`src/rtl/dmem_arbiter.sv`:
```
// Data-memory arbiter: shares one synchronous-read RAM port between the CPU MEM
// stage and a debug requester, with starvation-bounded priority for the CPU.
module dmem_arbiter #(
  parameter int unsigned STARVE_LIMIT = 4
) (
  input  logic        clk,
  input  logic        rst,
  input  logic        cpu_req,
  input  logic [3:0]  cpu_we,
  input  logic [31:0] cpu_addr,
  input  logic [31:0] cpu_wdata,
  output logic        cpu_stall,
  output logic [31:0] cpu_rdata,
  output logic        cpu_rvalid,
  input  logic        dbg_req,
  input  logic [3:0]  dbg_we,
  input  logic [31:0] dbg_addr,
  input  logic [31:0] dbg_wdata,
  output logic        dbg_gnt,
  output logic [31:0] dbg_rdata,
  output logic        dbg_rvalid,
  output logic [3:0]  mem_we,
  output logic [29:0] mem_addr,
  output logic [31:0] mem_wdata,
  input  logic [31:0] mem_rdata
);

  typedef enum logic [1:0] {OWN_NONE, OWN_CPU, OWN_DBG} owner_e;

  localparam logic [3:0] LIMIT = 4'(STARVE_LIMIT);

  owner_e      owner_q, owner_d;
  logic [3:0]  starve_cnt_q, starve_cnt_d;
  logic        cpu_grant, dbg_grant;
  logic        unused_dbg_addr_lo;

  // Debug accesses arrive word-aligned, so their low address bits carry nothing.
  assign unused_dbg_addr_lo = ^dbg_addr[1:0];

  // Move lane-0 aligned byte enables / store data up to the addressed byte lane;
  // lanes pushed past bit 31 fall off the word.
  function automatic logic [3:0] lane_we(input logic [3:0] we, input logic [1:0] ofs);
    return we << ofs;
  endfunction

  function automatic logic [31:0] lane_wdata(input logic [31:0] wdata, input logic [1:0] ofs);
    return wdata << {ofs, 3'b000};
  endfunction

  always_comb begin
    dbg_grant    = ~rst & dbg_req & (~cpu_req | (starve_cnt_q == LIMIT));
    cpu_grant    = ~rst & cpu_req & ~dbg_grant;
    mem_we       = 4'b0000;
    mem_addr     = 30'd0;
    mem_wdata    = 32'd0;
    owner_d      = OWN_NONE;
    starve_cnt_d = 4'd0;
    if (dbg_grant) begin
      mem_we    = dbg_we;
      mem_addr  = dbg_addr[31:2];
      mem_wdata = dbg_wdata;
      if (dbg_we == 4'b0000) owner_d = OWN_DBG;
    end else if (cpu_grant) begin
      mem_we    = lane_we(cpu_we, cpu_addr[1:0]);
      mem_addr  = cpu_addr[31:2];
      mem_wdata = lane_wdata(cpu_wdata, cpu_addr[1:0]);
      if (cpu_we == 4'b0000) owner_d = OWN_CPU;
    end
    if (dbg_req && !dbg_grant)
      starve_cnt_d = (starve_cnt_q == LIMIT) ? starve_cnt_q : starve_cnt_q + 4'd1;
  end

  always_ff @(posedge clk) begin
    if (rst) begin
      owner_q      <= OWN_NONE;
      starve_cnt_q <= 4'd0;
    end else begin
      owner_q      <= owner_d;
      starve_cnt_q <= starve_cnt_d;
    end
  end

  // Read return: one cycle after the grant; a read in flight when reset hits is dropped.
  assign cpu_stall  = cpu_req & ~cpu_grant;
  assign dbg_gnt    = dbg_grant;
  assign cpu_rvalid = ~rst & (owner_q == OWN_CPU);
  assign dbg_rvalid = ~rst & (owner_q == OWN_DBG);
  assign cpu_rdata  = mem_rdata;
  assign dbg_rdata  = mem_rdata;

endmodule

```
`config.mk`:
```
export PLATFORM = sky130hd
export DESIGN_NAME = dmem_arbiter
export DESIGN_NICKNAME = d
export VERILOG_FILES = /design/src/rtl/dmem_arbiter.sv
export SDC_FILE = /design/constraint.sdc
export NUM_CORES = 1
export LEC_CHECK = 0
export ABC_AREA = 1
export CAP_MARGIN = 20
export CORE_AREA = 3 3 116 118
export DETAILED_ROUTE_END_ITERATION = 16
export DIE_AREA = 0 0 119 121
export GPL_ROUTABILITY_DRIVEN = 1
export HOLD_SLACK_MARGIN = 0.06
export PLACE_DENSITY_LB_ADDON = 0.08
export SLEW_MARGIN = 20
export SYNTH_ARGS = -nofsm -noshare
export SYNTH_HDL_FRONTEND = slang
export SYNTH_SLANG_ARGS = --single-unit
```
`constraint.sdc`:
```
create_clock -name clk -period 2 [get_ports clk]
set_input_delay 0.4 -clock clk [delete_from_list [all_inputs] [get_ports clk]]
set_output_delay 0.4 -clock clk [all_outputs]
set_load 0.02 [all_outputs]
```
# == Word-level counts from Yosys, hierarchy flattened ==
# Cells that the tools add are included.
# classes
n_reduce_logical,5
n_eq_ne,3
bitwise,13
n_addsub,1
mux,10
n_shift,2
# ops
operator,count
32-bit two-way mux,2
30-bit two-way mux,2
32-bit by 5-bit << shifter with 32-bit output,1
4-bit zero test,2
4-bit two-way mux,2
1-bit bitwise AND,7
1-bit NOT,5
4-bit by 1-bit adder with 4-bit output (second input constant),1
4-bit by 3-bit == test with 1-bit output (second input constant),1
2-bit two-way mux,2
4-bit by 2-bit << shifter with 4-bit output,1
2-bit by 1-bit == test with 1-bit output (second input constant),1
2-bit == test (second input constant),1
1-bit two-way mux,2
2-bit OR reduction,1
1-bit logical AND,1
1-bit zero test,1
1-bit OR,1
# word_totals
ff_bits,6
out_inout_bits,134

# == Logic depth before layout (Yosys ltp) ==
# Gate-level depths: netlist of the first run.
# logic_depth
ltp_word,7
mapped_depth,10

# == Worst setup path after synthesis of the first run ==
# OpenSTA, ideal clock, no wires.
# synth_path
path_type,register -> output
from,register starve_cnt_q[0]
to,output mem_wdata[20]
t_arrival_ps,1396
stages_incl_launch_ff,9
required_time_ps,1600
slack_ps,204
path_cell_list,dfxtp_1 inv_1 ha_1 nand3_2 nand2_1 nand2_2 clkbuf_1 nand3_1 nand2_1
# synth_via
elab_chain_cells,7
# synth_lines
element,line,rtl
start: declaration,33,"logic [3:0] starve_cnt_q, starve_cnt_d;"
start signal: assignment,79,starve_cnt_q <= starve_cnt_d;
4-bit by 3-bit == test with 1-bit output (*),51,dbg_grant = ~rst & dbg_req & (~cpu_req | (starve_cnt_q == LIMIT));
1-bit OR (*),51,
1-bit bitwise AND (*),51,
1-bit NOT,52,cpu_grant = ~rst & cpu_req & ~dbg_grant;
1-bit bitwise AND,52,
32-bit two-way mux,63,end else if (cpu_grant) begin
32-bit two-way mux (*),58,if (dbg_grant) begin
end: declaration,24,"output logic [31:0] mem_wdata,"
# Every way passes the cells marked *; elsewhere a longest branch is shown, timed or not.

# == Final worst setup path of the first run ==
# layout_path
from,register starve_cnt_q[0]
to,output mem_wdata[13]
# The elaborated chain is that of the path after synthesis.

==> impl_metrics.yaml, run 1 <==
setup_path:
  cp.required_ns: 1.60
  cpLargestDelayFamily: "buffers and inverters"
  crit_chain: "inv_2 > ha_4 > nand3_4 > nand2_4 > nand2_8 > clkinv_8 > buf_12 > buf_16 > nand2_2 > nand2_2 > buf_6"
  arrival_ns: 1.64
  cp.buffers_inverters: 5
  critPathMaxFanout: 7
  cpMostUsedCell: "nand2_2"
  path_class: "reg2out"
  critPathLaunchType: "flip-flop"
  slowest_delay_ns: 0.33
  critical_path.slowest_cell: "dfxtp_2"
  crit_path_end_kind: "primary output"
global_route:
  grt_pass1_wl_um: 19900
  grt_max_degree: 37
  first_global_vias: 3703
  overflow: 0
  track_usage: 0.173
  antenna_found_initial: 0
layout:
  seq_area_um2: 123
  drive_above_1_share: 0.367
  multi_input_area_um2: 2020
  final_common_cell: "nand2_1"
  stdcell_area_um2: 5560
  area_growth_pct: 121
  n_antenna_cell: 0
  n_fill_cell: 1354
  layout.nets: 858
  mostFrequentLayoutCells: "142 x nand2_1, 134 x clkdlybuf4s50_1, 76 x nand3_1"
route:
  ant_nets: 0
  wl_per_cell_um: 15.7
  drt_iter0_markers: 131
  drc_errors: 0
  viasPerCell: 4.32
  firstDrtPassIters: 4
  vias: 3687
  finalWirelength_um: 13400
yosys:
  ys_types: 23
  mappedNetlistArea_um2: 2520
  async_reset_ff_frac: 0
  synth_seq_area_share: 0.0477
  synth_top_cell_area_share: 0.325
  ys_warn_count: 0
  postSynthAreaPerCell_um2: 4.95
  yosysTopAreaCell: "nand2_1"
  synth_edf_count: 0
  syn_nets: 683
  synth-main-ff-cell: "dfxtp_1"
  ys_top_cells_by_area: "nand2_1 32%, nand3_1 20%, buf_4 20%"
  synth-seq-cells: 6
  syn_inst: 509
sta:
  worstMarginPinSlew_ns: 0.222
  layout_min_cycle_time_ns: 2.04
  slew_headroom: 0.851
  skew_ns: 0.000831
  setup_viol: 30
  rsz0062_at_grt: "true"
  timing.final.ws_setup_ns: -0.0427
  tns_ns: -0.805
  hold_viol_final: 0
  timing.fmax_mhz: 490
  slew_viol_final: 0
  post-route-period-util: 1.02
outcome:
  status: "finished, violations left"
  violations: "negative setup slack"
power_and_ir_drop:
  vdd_drop_max_mv: 0.170
  total_power_mw: 1.56
  powerDensity_nw_per_um2: 281
  cellLeakagePower_nw: 2.74
placed_design:
  portBuffers: 207
  place_hpwl_um: 9510
  place_ws_ns: -0.716
  gp_congestion: 0.761
  placed_area_um2: 4500
floorplanning:
  fp-row-count: 41
  core_area_um2: 12600
  initial_core_util: 0.200
  die_h_um: 121
  ioPinCount: 306
  die_area_um2: 14400
  dieWidth_um: 119
clocking:
  cts_tree: "built"
  cts_buffer_depth: 2
  clk_pin_slew_ns: 0.03
  cts_htree_levels: 1
  clock_tree.root_cell: "clkbuf_16"
  clock_sinks: 6
  insertion_delay_ns: 0.23
  cts_made_buffers: 3
  holdBufCountCts: 0
run:
  maxCapViolCount: 0
min_path:
  hold_path_class: "reg2reg"
==> cells in the mapped netlist (2+ instances only) <==
library cell    n
nand2_1       218
nand3_1       103
buf_4          67
inv_1          43
nor2_1         17
buf_2          12
clkbuf_1        9
nor3_1          9
buf_6           7
dfxtp_1         6
a21oi_1         2
buf_1           2
ha_1            2
inv_2           2
nand4_1         2
==> sequential cells by signal, indices dropped and copies added, names as in the netlist <==
register,cells
starve_cnt_q,4
owner_q,2
==> logic make-up after synthesis <==
kind of cell,after synthesis,synth area share
AND/OR/NAND/NOR,354,0.592
buffers and inverters,143,0.340
flip-flops,6,0.0477
AO/OA/AOI/OAI,2,0.00397
XOR/XNOR,2,0.00695
adder cells (fa/ha/maj),2,0.00993
==> per-stage QoR <==
step	util	std cells	hold WS (ns)
after floorplan	-	509	0.430
after global placement	0.358	826	0.506
after detailed placement	0.358	826	0.520
after CTS	0.410	852	0.514
after global routing	0.442	854	0.542
final	0.442	854	0.523
==> where the power goes <==
group	total, mW	switching [mW]	internal (mW)
Combinational	1.11	0.504	0.610
Sequential	0.123	0.000848	0.122
Clock	0.324	0.0671	0.257
==> cell type report <==
class	count	area share
Clock buffer	3	0.0135
Inverter	46	0.0333
Multi-Input combinational cell	360	0.363
Sequential cell	6	0.0221
Tap cell	172	0.0387
Timing Repair Buffer	267	0.530
==> routing by layer <==
metal,track usage,up-vias,share of wire,wire length [um]
li1,-,1865,-,-
met4,0.0348,0,0.016,209
met2,0.322,123,0.53,7150
met3,0.0392,17,0.062,834
met5,0,-,0,0
met1,0.203,1682,0.39,5250
==> repair_timing <==
item,4_1_cts,5_1_grt
gates cloned,11,0
pin swaps,28,22
resized for setup,417,132
setup endpoints to repair,70,65
buffers inserted,14,4
==> worst reg2reg max path, delay by kind of cell, from the launching register on <==
| kind | cells | cell delay, ns |
|---|---|---|
| buffers and inverters | 2 | 0.23 |
| DFF | 1 | 0.31 |
| and+or+nand+nor | 5 | 0.35 |
| adders and majority gates | 1 | 0.14 |
==> path summary, 6_finish.rpt <==
| kind | from | to | slack [ns] | cells after the start |
|---|---|---|---|---|
| setup reg to reg | starve_cnt_q[0] | owner_q[0] | 0.85 | 8 |
| hold / removal | starve_cnt_q[0] | starve_cnt_q[0] | 0.52 | 2 |
| setup / recovery | starve_cnt_q[0] | mem_wdata[13] | -0.04 | 11 |
| hold reg to reg | starve_cnt_q[0] | starve_cnt_q[0] | 0.52 | 2 |
No activity file was read; power rests on OpenSTA's default activity.
==> run 2: changes to the inputs <==
ABC_AREA = not set   (was 1)
CORE_AREA = 3 3 118 120   (was 3 3 116 118)
DIE_AREA = 0 0 121 123   (was 0 0 119 121)
==> run 2 against run 1 <==
Compared with the run above: the flow still finishes with violations (negative setup slack); cell area is 15% lower; non-clock buffer count is 2 lower; synthesized cell count is 52% lower; via count is 30% lower; core utilization is 8.0 points lower; clock power hardly changed; die area is 3.4% higher; sequential share of layout area is 0.38 points higher; synthesized area is 22% lower; clock skew is 0.0016 ns higher; critical endpoint is now mem_addr[10]; highest routed layer unchanged.
==> impl_metrics.yaml, run 2 <==
power_and_ir_drop:
  powerDensity_nw_per_um2: 304
  power_frac_comb: 0.691
  p_clk_frac: 0.224
  switchingPower_uw: 454
  seqPwrFrac: 0.085
  p_int_uw: 984
  netSwitchingFraction: 0.316
  cellLeakagePower_nw: 1.99
  total_power_mw: 1.44
  vdd_drop_max_mv: 0.276
sta:
  timing.final.ws_setup_ns: -0.228
  layout_min_cycle_time_ns: 2.23
  timing.fmax_mhz: 449
  whs_ns: 0.513
  rsz0062_at_grt: "true"
  skew_ns: 0.00243
  slew_headroom: 0.684
  worstMarginPinSlew_ns: 0.461
  hold_viol_final: 0
  setup_viol: 68
  slew_viol_final: 0
  post-route-period-util: 1.11
layout:
  area_growth_pct: 142
  n_fill_cell: 1351
  layout.nets: 601
  mostFrequentLayoutCells: "132 x clkdlybuf4s50_1, 73 x buf_6, 47 x a22o_1"
  drive_above_1_share: 0.369
  largest_reg_flops: 4
  top_regs: "starve_cnt_q x4, owner_q x2"
  regMostFlops: "starve_cnt_q"
  post-route-util: 0.362
  stdcell_area_um2: 4730
  final_common_cell: "clkdlybuf4s50_1"
  n_antenna_cell: 0
yosys:
  ys_warn_count: 0
  synth-seq-cells: 6
  ys_types: 33
  synth-main-ff-cell: "dfxtp_1"
  syn_inst: 242
  synth_seq_area_share: 0.0615
  synth_mux_area_frac: 0.0980
  synth_simple_gate_area_share: 0.131
  async_reset_ff_frac: 0
  syn_nets: 416
  synth-xor-area-share: 0.00897
  synth_edf_count: 0
  synth.most_common_cell: "buf_4"
  ys_top_cells_by_area: "buf_4 25%, a22o_1 21%, mux2i_1 9.2%"
  synth-compound-area-share: 0.384
  synth_top_family_by_area: "compound AO/OA/AOI/OAI gates"
  ys_top_cells_by_count: "66 x buf_4, 47 x a22o_1, 18 x mux2i_1"
  yosysTopAreaCell: "buf_4"
  synth_top_cell_area_share: 0.254
  postSynthAreaPerCell_um2: 8.07
  synthAdderAreaFrac: 0.0128
  mappedNetlistArea_um2: 1950
placed_design:
  gp_congestion: 0.684
  portBuffers: 207
  placed_area_um2: 4070
  place_ws_ns: -0.869
  place_hpwl_um: 8070
setup_path:
  crit_path_end_kind: "primary output"
  cp.required_ns: 1.60
  cpLargestDelayFamily: "buffers and inverters"
  critical_path.slowest_cell: "dfxtp_2"
  critPathMaxFanout: 12
  arrival_ns: 1.83
  slowest_delay_ns: 0.32
  cpMostUsedCell: "buf_6"
  critPathLaunchType: "flip-flop"
  path_class: "reg2out"
  cp.buffers_inverters: 4
  crit_chain: "inv_2 > ha_4 > and4b_2 > nor3b_4 > buf_6 > buf_12 > a22o_1 > buf_6"
global_route:
  grt_pass1_wl_um: 15200
  overflow: 0
  grt_max_degree: 21
  track_usage: 0.131
  first_global_vias: 2651
  antenna_found_initial: 0
min_path:
  hold_path_class: "reg2reg"
route:
  firstDrtPassIters: 4
  wl_per_cell_um: 18.7
  drt_iter0_markers: 67
  vias: 2572
  finalWirelength_um: 11300
  ant_nets: 0
  viasPerCell: 4.28
  drc_errors: 0
clocking:
  cts_htree_levels: 1
  cts_buffer_depth: 2
  clk_pin_slew_ns: 0.03
  insertion_delay_ns: 0.23
  holdBufCountCts: 0
  cts_made_buffers: 3
  cts_tree: "built"
  clock_sinks: 6
  clock_tree.root_cell: "clkbuf_16"
floorplanning:
  initial_core_util: 0.149
  dieWidth_um: 121
  fp-row-count: 42
  core_area_um2: 13100
  die_h_um: 123
  ioPinCount: 306
  die_area_um2: 14900
outcome:
  violations: "negative setup slack"
  status: "finished, violations left"
run:
  maxCapViolCount: 0
==> run 2: cell types whose count changed after synthesis, moves of 7 or more <==
cell and change:
nor2b_1 +11, o2bb2ai_1 +16, a32o_1 +9, a211o_1 +9
mux2i_1 +18, a22o_1 +47, nor2_1 -13, nand2_1 -209
buf_6 -7, inv_1 -40, nand3_1 -102, nor3_1 -9
==> run 2: cells by family (layout without fill, tap and decap cells) <==
| logic type | Yosys count | after routing |
|---|---|---|
| DFF | 6 | 6 |
| xor gates and xnor gates | 2 | 2 |
| and+or+nand+nor | 41 | 41 |
| buffers and inverters | 88 | 271 |
| adders and majority gates | 2 | 2 |
| AOI/OAI and AO/OA | 84 | 84 |
| muxes | 19 | 19 |
==> run 2: path summary, 6_finish.rpt <==
kind,from,end,slack [ns],cells past startpoint
max reg2reg,starve_cnt_q[1],owner_q[0],0.54,7
min reg2reg,starve_cnt_q[0],starve_cnt_q[0],0.51,2
max,starve_cnt_q[1],mem_addr[10],-0.23,8
min,starve_cnt_q[0],starve_cnt_q[0],0.51,2
==> run 2: power groups by stage <==
stage / sequential [mW] / clock, mW / combinational (mW)
finish: 0.123 / 0.322 / 0.993
global route: 0.123 / 0.334 / 1.05
CTS: 0.123 / 0.328 / 0.980
detailed placement: 0.124 / 0 / 0.864
global placement: 0.124 / 0 / 0.864
floorplan: 0.124 / 0 / 0.491
==> run 2: per-layer routing <==
| layer | global-route usage | vias to the layer above | share of wire |
|---|---|---|---|
| met4 | 0.0283 | 0 | 0.020 |
| li1 | - | 1238 | - |
| met2 | 0.247 | 131 | 0.52 |
| met5 | 0 | - | 0 |
| met3 | 0.0325 | 29 | 0.082 |
| met1 | 0.150 | 1174 | 0.38 |
==> run 2: metrics by stage <==
step	cells	TNS (ns)
floorplan	242	0
detailed placement	580	-54.65
finish	601	-11.76
global placement	580	-54.64
global route	601	-17.94
CTS	596	-12.48
==> run 2: worst register-to-register path, delay by kind of cell, from the launching register on <==
kind,cells,cell delay (ns)
adders and majority gates,1,0.15
buffers and inverters,3,0.33
DFF,1,0.32
and+or+nand+nor,3,0.59
==> run 2: area by class of cell <==
| type | count | area (um2) | share of cell area |
|---|---|---|---|
| repair buffers | 265 | 2880 | 0.609 |
| multi-input cells | 148 | 1420 | 0.300 |
| clock buffers | 3 | 75.1 | 0.0159 |
| flip-flops and latches | 6 | 123 | 0.0259 |
| well taps | 176 | 220 | 0.0465 |
| inverters | 3 | 11.3 | 0.00238 |
==> run 2: what timing repair did <==
action / in CTS / in global routing
setup endpoints to repair: 70 / 68
setup buffers: 7 / 3
resized for setup: 458 / 12
gates cloned: 6 / 4
pin swaps: 22 / 13
